`src/rtl/hazard_pkg.sv`:
```
// hazard_pkg: shared constants, state encoding and register-match helper for the pipeline hazard controller.
package hazard_pkg;

    localparam logic RUN     = 1'b0;
    localparam logic MD_BUSY = 1'b1;

    localparam logic [4:0] REG_ZERO = 5'd0;

    localparam int MD_LATENCY_DEF = 32;
    localparam int PERF_W_DEF     = 16;

    // A producer register X hazards the ID instruction if it feeds rs, or rt when rt is read; r0 never matches.
    function automatic logic reg_match(input logic [4:0] x, input logic [4:0] rs,
                                       input logic [4:0] rt, input logic uses_rt);
        return (x != REG_ZERO) && ((x == rs) || (uses_rt && (x == rt)));
    endfunction

endpackage

```
`src/rtl/hazard_ctrl_sat_counter.sv`:
```
// sat_counter: saturating up-counter with increment enable and asynchronous active-low clear.
module sat_counter #(
    parameter int W = 16
) (
    input  logic         clk,
    input  logic         reset,
    input  logic         inc,
    output logic [W-1:0] count
);

    always_ff @(posedge clk or negedge reset)
        if (!reset)
            count <= '0;
        else if (inc && (count != {W{1'b1}}))
            count <= count + 1'b1;

endmodule

```
`src/rtl/hazard_ctrl.sv`:
```
// hazard_ctrl: stall/flush sequencing for the 5-stage MIPS pipeline (load-use, branch operands,
// mult/div busy, instruction-memory wait) with saturating stall and flush counters.
module hazard_ctrl
    import hazard_pkg::*;
#(
    parameter int MD_LATENCY = MD_LATENCY_DEF,
    parameter int PERF_W     = PERF_W_DEF
) (
    input  logic              clk,
    input  logic              reset,
    input  logic [4:0]        ID_Rs,
    input  logic [4:0]        ID_Rt,
    input  logic              ID_UsesRt,
    input  logic              ID_Branch,
    input  logic              ID_BranchTaken,
    input  logic              ID_Jump,
    input  logic              ID_UsesHiLo,
    input  logic              EX_MemRead,
    input  logic              EX_RegWrite,
    input  logic [4:0]        EX_WriteReg,
    input  logic              EX_MDStart,
    input  logic              MEM_MemRead,
    input  logic [4:0]        MEM_WriteReg,
    input  logic              IMem_Ready,
    output logic              PC_Write,
    output logic              IFID_Enable,
    output logic              IFID_Flush,
    output logic              IDEX_Bubble,
    output logic              MD_Busy,
    output logic [PERF_W-1:0] Stall_Count,
    output logic [PERF_W-1:0] Flush_Count
);

    localparam logic [7:0] MD_LOAD = 8'(MD_LATENCY - 1);

    logic       state;
    logic [7:0] md_cnt;
    logic       load_use;
    logic       br_haz;
    logic       md_haz;
    logic       stall;
    logic       redirect;

    always_comb begin
        load_use = EX_MemRead && reg_match(EX_WriteReg, ID_Rs, ID_Rt, ID_UsesRt);
        br_haz   = (ID_Branch || ID_Jump) &&
                   ((EX_RegWrite && reg_match(EX_WriteReg, ID_Rs, ID_Rt, ID_UsesRt)) ||
                    (MEM_MemRead && reg_match(MEM_WriteReg, ID_Rs, ID_Rt, ID_UsesRt)));
        md_haz   = (state == MD_BUSY) && ID_UsesHiLo;
        stall    = load_use || br_haz || md_haz;
        redirect = ID_Jump || (ID_Branch && ID_BranchTaken);
    end

    // Reset input gates the outputs directly so the pipeline freezes the instant reset asserts.
    always_comb begin
        PC_Write    = reset && !stall && (redirect || IMem_Ready);
        IFID_Enable = reset && !stall;
        IFID_Flush  = reset && !stall && (redirect || !IMem_Ready);
        IDEX_Bubble = !reset || stall;
        MD_Busy     = reset && (state == MD_BUSY);
    end

    always_ff @(posedge clk or negedge reset)
        if (!reset) begin
            state  <= RUN;
            md_cnt <= '0;
        end else if (state == RUN) begin
            if (EX_MDStart) begin
                state  <= MD_BUSY;
                md_cnt <= MD_LOAD;
            end
        end else if (md_cnt == '0) begin
            state <= RUN;
        end else begin
            md_cnt <= md_cnt - 1'b1;
        end

    a_no_md_restart: assert property (@(posedge clk) disable iff (!reset)
        !((state == MD_BUSY) && EX_MDStart));

    sat_counter #(.W(PERF_W)) u_stall_cnt (
        .clk   (clk),
        .reset (reset),
        .inc   (!IFID_Enable),
        .count (Stall_Count)
    );

    sat_counter #(.W(PERF_W)) u_flush_cnt (
        .clk   (clk),
        .reset (reset),
        .inc   (IFID_Flush),
        .count (Flush_Count)
    );

endmodule

```
`config.mk`:
```
export PLATFORM = sky130hd
export DESIGN_NAME = hazard_ctrl
export DESIGN_NICKNAME = d
export VERILOG_FILES = /design/src/rtl/hazard_pkg.sv /design/src/rtl/hazard_ctrl_sat_counter.sv /design/src/rtl/hazard_ctrl.sv
export SDC_FILE = /design/constraint.sdc
export NUM_CORES = 1
export LEC_CHECK = 0
export BUFFER_PORTS_ARGS = -buffer_cell sky130_fd_sc_hd__buf_2
export CORE_ASPECT_RATIO = 1.1
export CORE_UTILIZATION = 34
export DETAILED_ROUTE_END_ITERATION = 7
export GPL_ROUTABILITY_DRIVEN = 0
export HOLD_SLACK_MARGIN = 0.1
export PLACE_DENSITY = 0.63
export SLEW_MARGIN = 10
export SYNTH_ARGS = -nofsm -noshare
export SYNTH_HDL_FRONTEND = slang
export SYNTH_SLANG_ARGS = --single-unit
export TNS_END_PERCENT = 30
```
`constraint.sdc`:
```
create_clock -name clk -period 2.4 [get_ports clk]
set_input_delay 0.24 -clock clk [delete_from_list [all_inputs] [get_ports clk]]
set_output_delay 0.24 -clock clk [all_outputs]
set_load 0.01 [all_outputs]
```
Word-level counts from Yosys, hierarchy flattened
Index checks and enable logic that the tools add are counted.

word-level totals
  flip-flop bits (word level) = 41
  input port bits = 32
  output and inout bits = 37
  logic and storage cells = 55

cells by class
  add/sub/neg operators = 3
  equal/unequal tests = 7
  multiplexer cells = 6
  reductions and logical operators = 35

operators with widths
  kind                   number
  $add 16x1->16 const B  2
  $ne 16x16->1 const B   2
  $mux 8                 3
  $eq 5x5->1             4
  $logic_and 1x1->1      16
  $logic_or 1x1->1       10
  $reduce_bool 5->1      2
  $logic_not 8->1        1
  $sub 8x1->8 const B    1
  $logic_not 1->1        4
  $mux 1                 3
  $ne 2x2->1 const B     1
  $reduce_and 2->1       1
  $reduce_bool 2->1      1

Logic depth before layout (Yosys ltp)
  word-level depth = 13
  depth in mapped cells = 9
  mapped depth without buffers = 9

Hierarchy
From an unflattened synthesis, not the netlist that was laid out.

unflattened totals
  cells, all modules = 233
  area total of the unflattened synthesis = 2,508.7 µm²

modules (own cells, without submodules)
  module       instances  cells each  area each (µm²)
  sat_counter  2          72          859.6
  hazard_ctrl  1          89          789.5

Least setup slack after synthesis
No wires, ideal clock.

  kind = flip-flop to flip-flop
  start point = reg u_stall_cnt.count[6]
  end point = reg u_stall_cnt.count[1]
  setup time = 128 ps
  arrival = 1,903 ps
  setup slack = 370 ps
  stages on the path, launching flop included = 8
  buffers on the path = 1
  period minus slack after synthesis = 2,030 ps
  path through = dfrtp_1 -> and3_1 -> and4_1 -> nand2_1 -> or3_1 -> clkbuf_1 -> nand2_1 -> mux2_1

on the way
  longest elaborated chain between the ends = 2

ends and longest elaborated chain
  what                      line                           source
  start: declaration        hazard_ctrl_sat_counter.sv:8   output logic [W-1:0] count
  start signal: assignment  hazard_ctrl_sat_counter.sv:15  count <= count + 1'b1;
  $ne 16x16->1              hazard_ctrl_sat_counter.sv:14  else if (inc && (count != {W{1'b1}}))
  $logic_and 1x1->1         hazard_ctrl_sat_counter.sv:14

Every way passes these cells.
A chain may end at the register's enable or synchronous reset.

Final worst setup path
  start point = reg u_flush_cnt.count[4]
  end point = reg u_flush_cnt.count[1]

on the way
  longest elaborated chain between the ends = 2

ends and longest elaborated chain
  what                      line
  start: declaration        hazard_ctrl_sat_counter.sv:8
  start signal: assignment  hazard_ctrl_sat_counter.sv:15
  $ne 16x16->1              hazard_ctrl_sat_counter.sv:14
  $logic_and 1x1->1         hazard_ctrl_sat_counter.sv:14

Every way passes these cells.

==> impl_results.md <==
- Outcome: finished clean
- Final Net Count: between 300 and 400
- Count leader, synth: dfrtp_1
- CP most frequent cell: nor3_1
- Die area: 7260 sq um
- Vias per cell: around 5
- Synth area leader: dfrtp_1
- CTS Sinks: 41
- Synth top area share: between 40% and 50%
- Post-CTS Setup Bufs: 0
- Final setup skew: 0.00461 ns
- Total CTS buffers: 5
- Ranking of synthesized cells by area: dfrtp_1 44%, xor2_1 9.7%, xnor2_1 9.3%
- Clock latency at the later pin of the worst-skew pair: 0.29 ns
- Fin. Hold Viols: 0
- Tightest Hold Check Type: in2async
- CTS tree: done
- CP max stage cell: nor3_1
- CP startpoint: u_flush_cnt.count[4]
- Critical path capture point type: register
- CP bufs+invs: 0
- FF+latch count, synth: 41
- Largest net degree at the start of global routing: 43
- Min Clock Period, post-route: 2.11 ns
- Critical path class: reg2reg
- Global-route wire length before repair: 9.00 mm
- Final instance area: 2900 sq um
- Post-synth EDFFs: 0
- Synth cell types: 42
- Sequential cell area: 1030 sq um
- Clock root buffer: clkbuf_8
- DR iter-0 viols: 168
- Crit Reg-Reg Startpoint: u_flush_cnt.count[4]
- Crit-path max FO: 5
- Antenna diodes: 0
- Area Growth Syn to Fin: 23.4%
- Die Height: 89.2 um
- Sequential fraction of the synthesis area: 43.6%
- Maximum vdd drop: 361 uV
- Multi-input gate area: between 1000 and 1500 sq um
- Cts repair resizes: 0
- Total wire length: 5.28 mm
- Vias in the first global route: 1926
- Core ar.: 6630 sq um
- Rel. slew slack: between 60 and 70%
- Max cap viols: 0
- Post-synthesis instance total: 238
- Fmax: between 400 and 500 MHz
- Congestion Overflow GR: 0
- Placed Area: 2800 sq um
- Detail Route Antenna Nets: 0
- Worst-path clk slew: 0.08 ns
- CP top delay family: simple AND/OR/NAND/NOR gates
- Cell area after synthesis: 2350 sq um
- Syn Nets: 273
- Die Span X: 81.3 um
- Yosys warns: 0
- GRT Util Overall: 15.9%
- Initial core utilization: a little over a third
- Dpl ws: about 0.22 ns
- Worst slew pin tran: ~0.53 ns
- Std cell rows: 31
- Mean Syn Cell Area: 9.88 sq um
- H-tree depth: 2
- Filler cell count in the final layout: 649
- RSZ-0062 raised after global routing: false
- Clock Path Buffers: 2
- Prevailing post-synth register cell: dfrtp_1
- Final hold slack: around 0.062 ns
- IO Pins: 69
- WP data required: 2.58 ns
- DR WL/cell: 13.3 um
- Layout cells sized above 1: 29.9%
- DRC: 0
- P per Cell Area: 815 nW/um^2
- Final worst-path cycle share: between 80% and 90%
- Hold-fix buffers, CTS: 0
- WP data arrival: around 2.3 ns
- Ys async rst share: 100%
- Final setup viols: 0
- Slowest cell delay on critical path: 0.51 ns
- Crit path launch type: register
- Most frequent cells after synthesis: 41 x dfrtp_1, 26 x xor2_1, 25 x xnor2_1
- I/O Buffers: 68
- Crit-path cells: nand3_1, nor2_1, nand2_1, nor3_1, nor3_1, mux2_1
- Post-DP HPWL: slightly above 4 mm
- Leakage: between 0.001 and 0.0015 uW
- Post-layout worst setup margin: between 0.2 and 0.3 ns
- Setup_tns: 0 ns
- Max Slew Vio Count: 0
- Drt pass-1 iters: 4
- Total number of vias: 1969
- Number of antenna violations at the first check in global routing: 0
-- power breakdown --
group          switching, uW  internal (uW)
Sequential               211            887
Clock                    241            260
Combinational            407            360
-- per-stage QoR --
| stage | utilization, % | std cells | total power, uW |
|---|---|---|---|
| CTS | 43.8 | 396 | 2390 |
| floorplan | - | 238 | 1580 |
| global placement | 42.2 | 388 | 1860 |
| global route | 43.8 | 396 | 2560 |
| finish | 43.8 | 396 | 2370 |
| detailed placement | 42.2 | 388 | 1890 |
-- area by class of cell --
class | count | area share (%)
inverters | 8 | 1.12
flip-flops and latches | 41 | 35.3
multi-input cells | 185 | 43.8
clock inverters | 1 | 0.172
repair buffers | 72 | 12.8
clock buffers | 7 | 3.32
well taps | 82 | 3.53
-- routing by layer --
metal	track usage (%)	vias to the layer above	wire length (um)
li1	-	975	-
met1	21.8	936	2430
met2	24.5	45	2510
met3	3.47	13	211
met4	6.17	0	126
met5	0	-	0
-- flip-flops by register name, summed over array words and instances, names as in the netlist --
signal	flops
u_stall_cnt.count	16
state	1
u_flush_cnt.count	16
md_cnt	8
-- placed cells by master, fill, tap and decap left out, types with 2 or more instances in the layout --
| cell | instances |
|---|---|
| nor4_1 | 8 |
| or4_1 | 3 |
| mux2_1 | 3 |
| a21oi_1 | 5 |
| buf_4 | 4 |
| nand2b_1 | 2 |
| clkbuf_8 | 7 |
| and2_1 | 2 |
| inv_1 | 6 |
| nand2_1 | 21 |
| dfrtp_1 | 41 |
| ha_1 | 3 |
| mux2_2 | 2 |
| nand3_1 | 24 |
| nand4_1 | 4 |
| nor3_1 | 14 |
| o21ai_0 | 3 |
| xnor2_1 | 25 |
| nor2_1 | 13 |
| buf_2 | 68 |
| xor2_1 | 26 |
| and3_1 | 8 |
| or3_1 | 3 |
-- final timing paths --
path | to | slack [ns] | cells past startpoint
max in group asynchronous | u_stall_cnt.count[6] | 1.97 | 2
worst min-delay path | u_stall_cnt.count[9] | 0.06 | 2
worst min register to register | md_cnt[0] | 0.47 | 1
worst max-delay path | u_flush_cnt.count[1] | 0.29 | 6
worst max register to register | u_flush_cnt.count[1] | 0.29 | 6
min in group clk | md_cnt[4] | 0.26 | 3
-- cells by family after synthesis --
| kind of cell | synth area share [%] |
|---|---|
| multiplexers | 2.39 |
| flip-flops | 43.6 |
| AO/OA/AOI/OAI | 3.83 |
| buffers and inverters | 2.39 |
| adder cells (fa/ha/maj) | 1.60 |
| AND/OR/NAND/NOR | 26.5 |
| XOR/XNOR | 19.7 |
No activity file was read; power rests on OpenSTA's default activity.
